## config.mk

```make
export PLATFORM = sky130hd
export DESIGN_NAME = frame_rx_loader
export DESIGN_NICKNAME = d
export VERILOG_FILES = /design/src/rtl/cnn_pkg.sv /design/src/rtl/frame_rx_timeout.sv /design/src/rtl/frame_rx_loader.sv
export SDC_FILE = /design/constraint.sdc
export NUM_CORES = 1
export LEC_CHECK = 0
export ABC_AREA = 1
export CAP_MARGIN = 20
export CORE_MARGIN = 3
export CORE_UTILIZATION = 57
export DETAILED_ROUTE_END_ITERATION = 8
export PLACE_DENSITY = 0.88
export SYNTH_ARGS = -nofsm -noshare
export SYNTH_HDL_FRONTEND = slang
export SYNTH_SLANG_ARGS = --single-unit
```

## constraint.sdc

```tcl
create_clock -name clk -period 3.8 [get_ports clk]
set_input_delay 0.76 -clock clk [delete_from_list [all_inputs] [get_ports clk]]
set_output_delay 0.76 -clock clk [all_outputs]
set_load 0.01 [all_outputs]
```

## src/rtl/cnn_pkg.sv

```systemverilog
// Shared CNN pipeline types and constants: pixel/address typedefs, receiver states and the
// byte-to-fixed-point conversion used to build the input LUT.
package cnn_pkg;

  localparam int unsigned DATA_WIDTH  = 16;
  localparam int unsigned FRAC_BITS   = 7;
  localparam int unsigned IMG_SIZE    = 28;
  localparam int unsigned IN_CHANNELS = 1;
  localparam logic [7:0]  SYNC_BYTE   = 8'hA5;
  localparam int unsigned IF_SZ       = IMG_SIZE * IMG_SIZE * IN_CHANNELS;
  localparam int unsigned IF_AW       = $clog2(IF_SZ);

  typedef logic [IF_AW-1:0]             if_addr_t;
  typedef logic signed [DATA_WIDTH-1:0] pixel_t;

  typedef enum logic [1:0] {HUNT, PIX, CHK} rx_state_t;

  // Rounded k/255 scaled to 2^frac: 0 -> 0, 255 -> 1.0.
  function automatic int unsigned u8_to_q(input int unsigned k, input int unsigned frac);
    return (k * (32'd1 << frac) + 32'd127) / 32'd255;
  endfunction

endpackage

```

## src/rtl/frame_rx_timeout.sv

```systemverilog
// Inter-byte watchdog: reloads on kick or while disabled, counts down while enabled and raises
// tc on the cycle the count has run out with no kick pending.
module frame_rx_timeout #(
  parameter int unsigned CYCLES = 1_000_000
) (
  input  logic clk,
  input  logic reset_n,
  input  logic en,
  input  logic kick,
  output logic tc
);

  localparam int unsigned CW = (CYCLES > 1) ? $clog2(CYCLES) : 1;
  localparam logic [CW-1:0] LOAD = CW'(CYCLES - 1);

  logic [CW-1:0] count_q, count_d;

  always_comb begin
    count_d = count_q;
    if (!en || kick) begin
      count_d = LOAD;
    end else if (count_q != '0) begin
      count_d = count_q - CW'(1);
    end
  end

  always_ff @(posedge clk or negedge reset_n) begin
    if (!reset_n) begin
      count_q <= '0;
    end else begin
      count_q <= count_d;
    end
  end

  // A byte arriving on the terminal cycle takes priority over the abort.
  assign tc = en && !kick && (count_q == '0);

endmodule

```

## src/rtl/frame_rx_loader.sv

```systemverilog
// Framed host-packet receiver: sync byte, pixel bytes written to IFMAP as fixed point, checksum.
// Optional good/bad frame counters are built when FRAME_RX_STATS_EN is defined.
module frame_rx_loader #(
  parameter int unsigned DATA_WIDTH     = cnn_pkg::DATA_WIDTH,
  parameter int unsigned FRAC_BITS      = cnn_pkg::FRAC_BITS,
  parameter int unsigned IMG_SIZE       = cnn_pkg::IMG_SIZE,
  parameter int unsigned IN_CHANNELS    = cnn_pkg::IN_CHANNELS,
  parameter logic [7:0]  SYNC_BYTE      = cnn_pkg::SYNC_BYTE,
  parameter int unsigned TIMEOUT_CYCLES = 1_000_000,
  localparam int unsigned IF_SZ         = IMG_SIZE * IMG_SIZE * IN_CHANNELS,
  localparam int unsigned IF_AW         = $clog2(IF_SZ)
) (
  input  logic                         clk,
  input  logic                         reset_n,
  input  logic                         rx_dv,
  input  logic [7:0]                   rx_byte,
  input  logic                         pipe_busy,
  output logic                         wr_en,
  output logic [IF_AW-1:0]             wr_addr,
  output logic signed [DATA_WIDTH-1:0] wr_data,
  output logic                         frame_loaded,
  output logic                         frame_err,
  output logic                         loading,
  output logic [15:0]                  good_cnt,
  output logic [15:0]                  bad_cnt
);

  import cnn_pkg::*;

  localparam logic [IF_AW-1:0] LAST_IDX = IF_AW'(IF_SZ - 1);

  logic signed [DATA_WIDTH-1:0] lut [256];

  for (genvar k = 0; k < 256; k++) begin : g_lut
    assign lut[k] = DATA_WIDTH'(u8_to_q(k, FRAC_BITS));
  end

  rx_state_t                    state_q, state_d;
  logic [IF_AW-1:0]             idx_q, idx_d;
  logic [7:0]                   sum_q, sum_d, sum_plus;
  logic                         wr_en_d, loaded_d, err_d;
  logic [IF_AW-1:0]             wr_addr_d;
  logic signed [DATA_WIDTH-1:0] wr_data_d;
  logic                         tmo;

  frame_rx_timeout #(
    .CYCLES (TIMEOUT_CYCLES)
  ) u_timeout (
    .clk     (clk),
    .reset_n (reset_n),
    .en      (state_q != HUNT),
    .kick    (rx_dv),
    .tc      (tmo)
  );

  assign sum_plus = sum_q + rx_byte;

  always_comb begin
    state_d   = state_q;
    idx_d     = idx_q;
    sum_d     = sum_q;
    wr_en_d   = 1'b0;
    wr_addr_d = wr_addr;
    wr_data_d = wr_data;
    loaded_d  = 1'b0;
    err_d     = 1'b0;
    unique case (state_q)
      HUNT: begin
        if (rx_dv && rx_byte == SYNC_BYTE && !pipe_busy) begin
          state_d = PIX;
          idx_d   = '0;
          sum_d   = '0;
        end
      end
      PIX: begin
        // Sync-valued bytes here are ordinary pixels.
        if (rx_dv) begin
          wr_en_d   = 1'b1;
          wr_addr_d = idx_q;
          wr_data_d = lut[rx_byte];
          sum_d     = sum_plus;
          idx_d     = idx_q + IF_AW'(1);
          if (idx_q == LAST_IDX) begin
            state_d = CHK;
          end
        end else if (tmo) begin
          err_d   = 1'b1;
          state_d = HUNT;
        end
      end
      CHK: begin
        if (rx_dv) begin
          loaded_d = (sum_plus == 8'd0);
          err_d    = (sum_plus != 8'd0);
          state_d  = HUNT;
        end else if (tmo) begin
          err_d   = 1'b1;
          state_d = HUNT;
        end
      end
      default: state_d = HUNT;
    endcase
  end

  always_ff @(posedge clk or negedge reset_n) begin
    if (!reset_n) begin
      state_q      <= HUNT;
      idx_q        <= '0;
      sum_q        <= '0;
      wr_en        <= 1'b0;
      wr_addr      <= '0;
      wr_data      <= '0;
      frame_loaded <= 1'b0;
      frame_err    <= 1'b0;
    end else begin
      state_q      <= state_d;
      idx_q        <= idx_d;
      sum_q        <= sum_d;
      wr_en        <= wr_en_d;
      wr_addr      <= wr_addr_d;
      wr_data      <= wr_data_d;
      frame_loaded <= loaded_d;
      frame_err    <= err_d;
    end
  end

  assign loading = (state_q != HUNT);

`ifdef FRAME_RX_STATS_EN
  logic [15:0] good_q, bad_q;

  always_ff @(posedge clk or negedge reset_n) begin
    if (!reset_n) begin
      good_q <= '0;
      bad_q  <= '0;
    end else begin
      if (loaded_d && good_q != 16'hFFFF) good_q <= good_q + 16'd1;
      if (err_d && bad_q != 16'hFFFF) bad_q <= bad_q + 16'd1;
    end
  end

  assign good_cnt = good_q;
  assign bad_cnt  = bad_q;
`else
  assign good_cnt = '0;
  assign bad_cnt  = '0;
`endif

endmodule
```

==> results.json <==
{
  "post_cts_buffers": 0,
  "overflow": 0,
  "nets": 579,
  "ant_nets": 0,
  "synth_edf_count": 0,
  "seq_power_share": 0.353,
  "final_core_util": 0.674,
  "place_area_sq_um": 4170,
  "routedWlPerCell_microns": 13.8,
  "core_area_sq_um": 6490,
  "post_cts_resized": 0,
  "cts-htree-levels": 3,
  "instances_no_fill": 631,
  "slew_viol_final": 0,
  "yosys_warnings": 0,
  "grt_usage": 0.237,
  "end_kind": "primary output",
  "drc_errors": 0,
  "syn_area_sq_um": 3920,
  "met1_usage": 0.293,
  "dp_hpwl_microns": 6440,
  "grt-busiest-layer": "met2",
  "cts_tree": "built",
  "clock-skew-final_ps": 7.65,
  "seq_area_frac_synth": 0.390,
  "hp-class": "in2async",
  "synth_seq_cells": 61,
  "area_growth_pct": 11.8,
  "fin_crit_sh": 0.688,
  "crit_slowest_cell": "clkdlybuf4s50_1",
  "grt_pass1_vias": 3229,
  "start_util": 0.603,
  "drtIter0Drc": 266,
  "cp_max_fo": 5,
  "clock.fmax_mhz": 382,
  "clock-sinks": 61,
  "regToRegSetupSlack_ps": 1470,
  "synth_flop_cell": "dfrtp_1",
  "crit_path_max_incr_delay_ps": 560,
  "async_flop_share": 1.00,
  "powerDensity_nw_per_um2": 548,
  "place.gp.congestion": 0.976,
  "cts_buffer_depth": 2,
  "p_clk_frac": 0.255,
  "finalSetupViolations": 0,
  "n_antenna_cell": 0,
  "finalSetupTns_ps": 0,
  "slew_headroom": 0.644,
  "final_common_cell": "nand2_1",
  "numCtsBuffers": 9,
  "finalHoldViolCount": 0,
  "fp.dieH_microns": 88.9,
  "vias": 3399,
  "cp.arrival_ps": 1850,
  "rows": 29,
  "die_area_sq_um": 7900,
  "gr-usage-met2": 0.399,
  "cp_cell_sequence": "inv_1 -> ha_1 -> inv_1 -> clkdlybuf4s50_1",
  "grt_max_degree": 39,
  "crit_required_ps": 3040,
  "cts_root_buffer": "clkbuf_8",
  "rsz0062_at_grt": "no",
  "wl_microns": 8710,
  "clkTransAtPathRegs_ps": 70,
  "grt_util_met3": 0.0415,
  "leakagePower_uw": 0.00212,
  "maxCapViolCount": 0,
  "power_frac_comb": 0.392,
  "dp_cells": 615,
  "netlist_instances": 511,
  "intPower_uw": 1460,
  "design_area_sq_um": 4380,
  "switching_share": 0.390,
  "r2r_end": "idx_q[2]$_DFFE_PN0P_",
  "io_buffers": 33,
  "worstSetupPathType": "reg2out",
  "clock_latency_ps": 350,
  "antenna_found_initial": 0,
  "num_io_pins": 74,
  "setup.worst_path.start_class": "flip-flop",
  "r2r-start": "state_q[1]$_DFFE_PN0P_",
  "ir_worst_vdd_mv": 0.314,
  "fill_cells": 519,
  "mostFrequentLayoutCells": "nand2_1 (135), dfrtp_1 (61), inv_1 (52), nor2_1 (44), conb_1 (40)",
  "p_switching_uw": 937,
  "layout_min_cycle_time_ps": 2610,
  "reg2reg_depth": 9,
  "die_w_microns": 88.9,
  "p_total_uw": 2400,
  "status": "complete, no violations",
  "cts_hold_buf": 0,
  "first_pass_iters": 7,
  "postSynthAreaPerCell_sq_um": 7.66,
  "startpoint": "state_q[0]$_DFFE_PN0P_",
  "crit_top_cell": "inv_1",
  "worst_pin_slew_ps": 534,
  "grt_pass1_wl_microns": 14500,
  "drive_above_1_share": 0.0830,
  "yosysUniqueCellTypes": 35,
  "vias_per_cell": 5.39
}
==> sequential cells by signal (all words and copies together), names as in the netlist <==
name and flops:
wr_addr 10, frame_loaded 1, wr_data 8, u_timeout.count_q 20, state_q 2, wr_en 1
sum_q 8, frame_err 1, idx_q 10
==> critical path: cells and delay by family (launching register included) <==
kind | cells | cell delay, ps
buf+inv | 3 | 780
fa+ha+maj | 1 | 290
flops | 1 | 440
==> layer usage <==
layer / share of wire / up-vias
met1: 0.42 / 1610
met4: 0.020 / 0
met5: 0 / -
met3: 0.062 / 15
li1: - / 1633
met2: 0.50 / 141
==> cell type report <==
cell class | count | area [sq um] | share of cell area
Clock buffer | 13 | 169 | 0.0386
Clock inverter | 3 | 42.5 | 0.00972
Inverter | 60 | 225 | 0.0515
Multi-Input combinational cell | 381 | 1970 | 0.450
Sequential cell | 61 | 1530 | 0.349
Tap cell | 77 | 96.3 | 0.0220
Timing Repair Buffer | 36 | 348 | 0.0795
==> through the flow <==
step | hold WS [ps] | setup slack (ps)
4_1_cts | 392 | 1190
5_1_grt | 436 | 1100
2_1_floorplan | 446 | 1570
3_5_place_dp | 473 | 890
3_3_place_gp | 464 | 964
6_report | 385 | 1190
==> synth_stat cells (2+ instances only) <==
master    instances  area (sq um)
a21oi_1          13          65.1
buf_2             3          15.0
buf_4            40           300
clkbuf_1          4          15.0
dfrtp_1          61          1530
ha_1             17           213
inv_1            52           195
inv_2             8          30.0
nand2_1         135           507
nand2_4           2          22.5
nand3_1          34           170
nand3_2           2          20.0
nand4_1          10          62.6
nor2_1           44           165
nor2_2            2          12.5
nor2_4            2          22.5
nor3_1           12          60.1
nor3_2            3          30.0
o21ai_0          15          75.1
o21ai_1          11          55.1
o31ai_1           6          45.0
o31ai_2           4          50.1
or2_0             3          18.8
or2_2             3          18.8
xnor2_1           5          43.8
xor2_1           11          96.3
==> power by group through the flow <==
stage	Sequential (uW)	Clock, uW	Combinational, uW
2_1_floorplan	861	0	653
3_3_place_gp	850	0	888
3_5_place_dp	854	0	923
4_1_cts	844	616	937
5_1_grt	858	645	1060
6_report	847	612	942
==> kinds of logic after synthesis <==
group | share of synthesized area
adder cells (fa/ha/maj) | 0.0594
flip-flops | 0.390
buffers and inverters | 0.145
XOR/XNOR | 0.0358
AND/OR/NAND/NOR | 0.290
other | 0.000958
AO/OA/AOI/OAI | 0.0792
==> worst max path at each step <==
stage | end | slack [ps] | cells after the start
2_1_floorplan | frame_err$_DFF_PN0_ | 1570 | 9
3_3_place_gp | frame_err$_DFF_PN0_ | 960 | 10
3_5_place_dp | frame_err$_DFF_PN0_ | 890 | 10
4_1_cts | loading | 1190 | 4
5_1_grt | loading | 1100 | 4
6_report | loading | 1190 | 4
No activity file was read; power rests on OpenSTA's default activity.
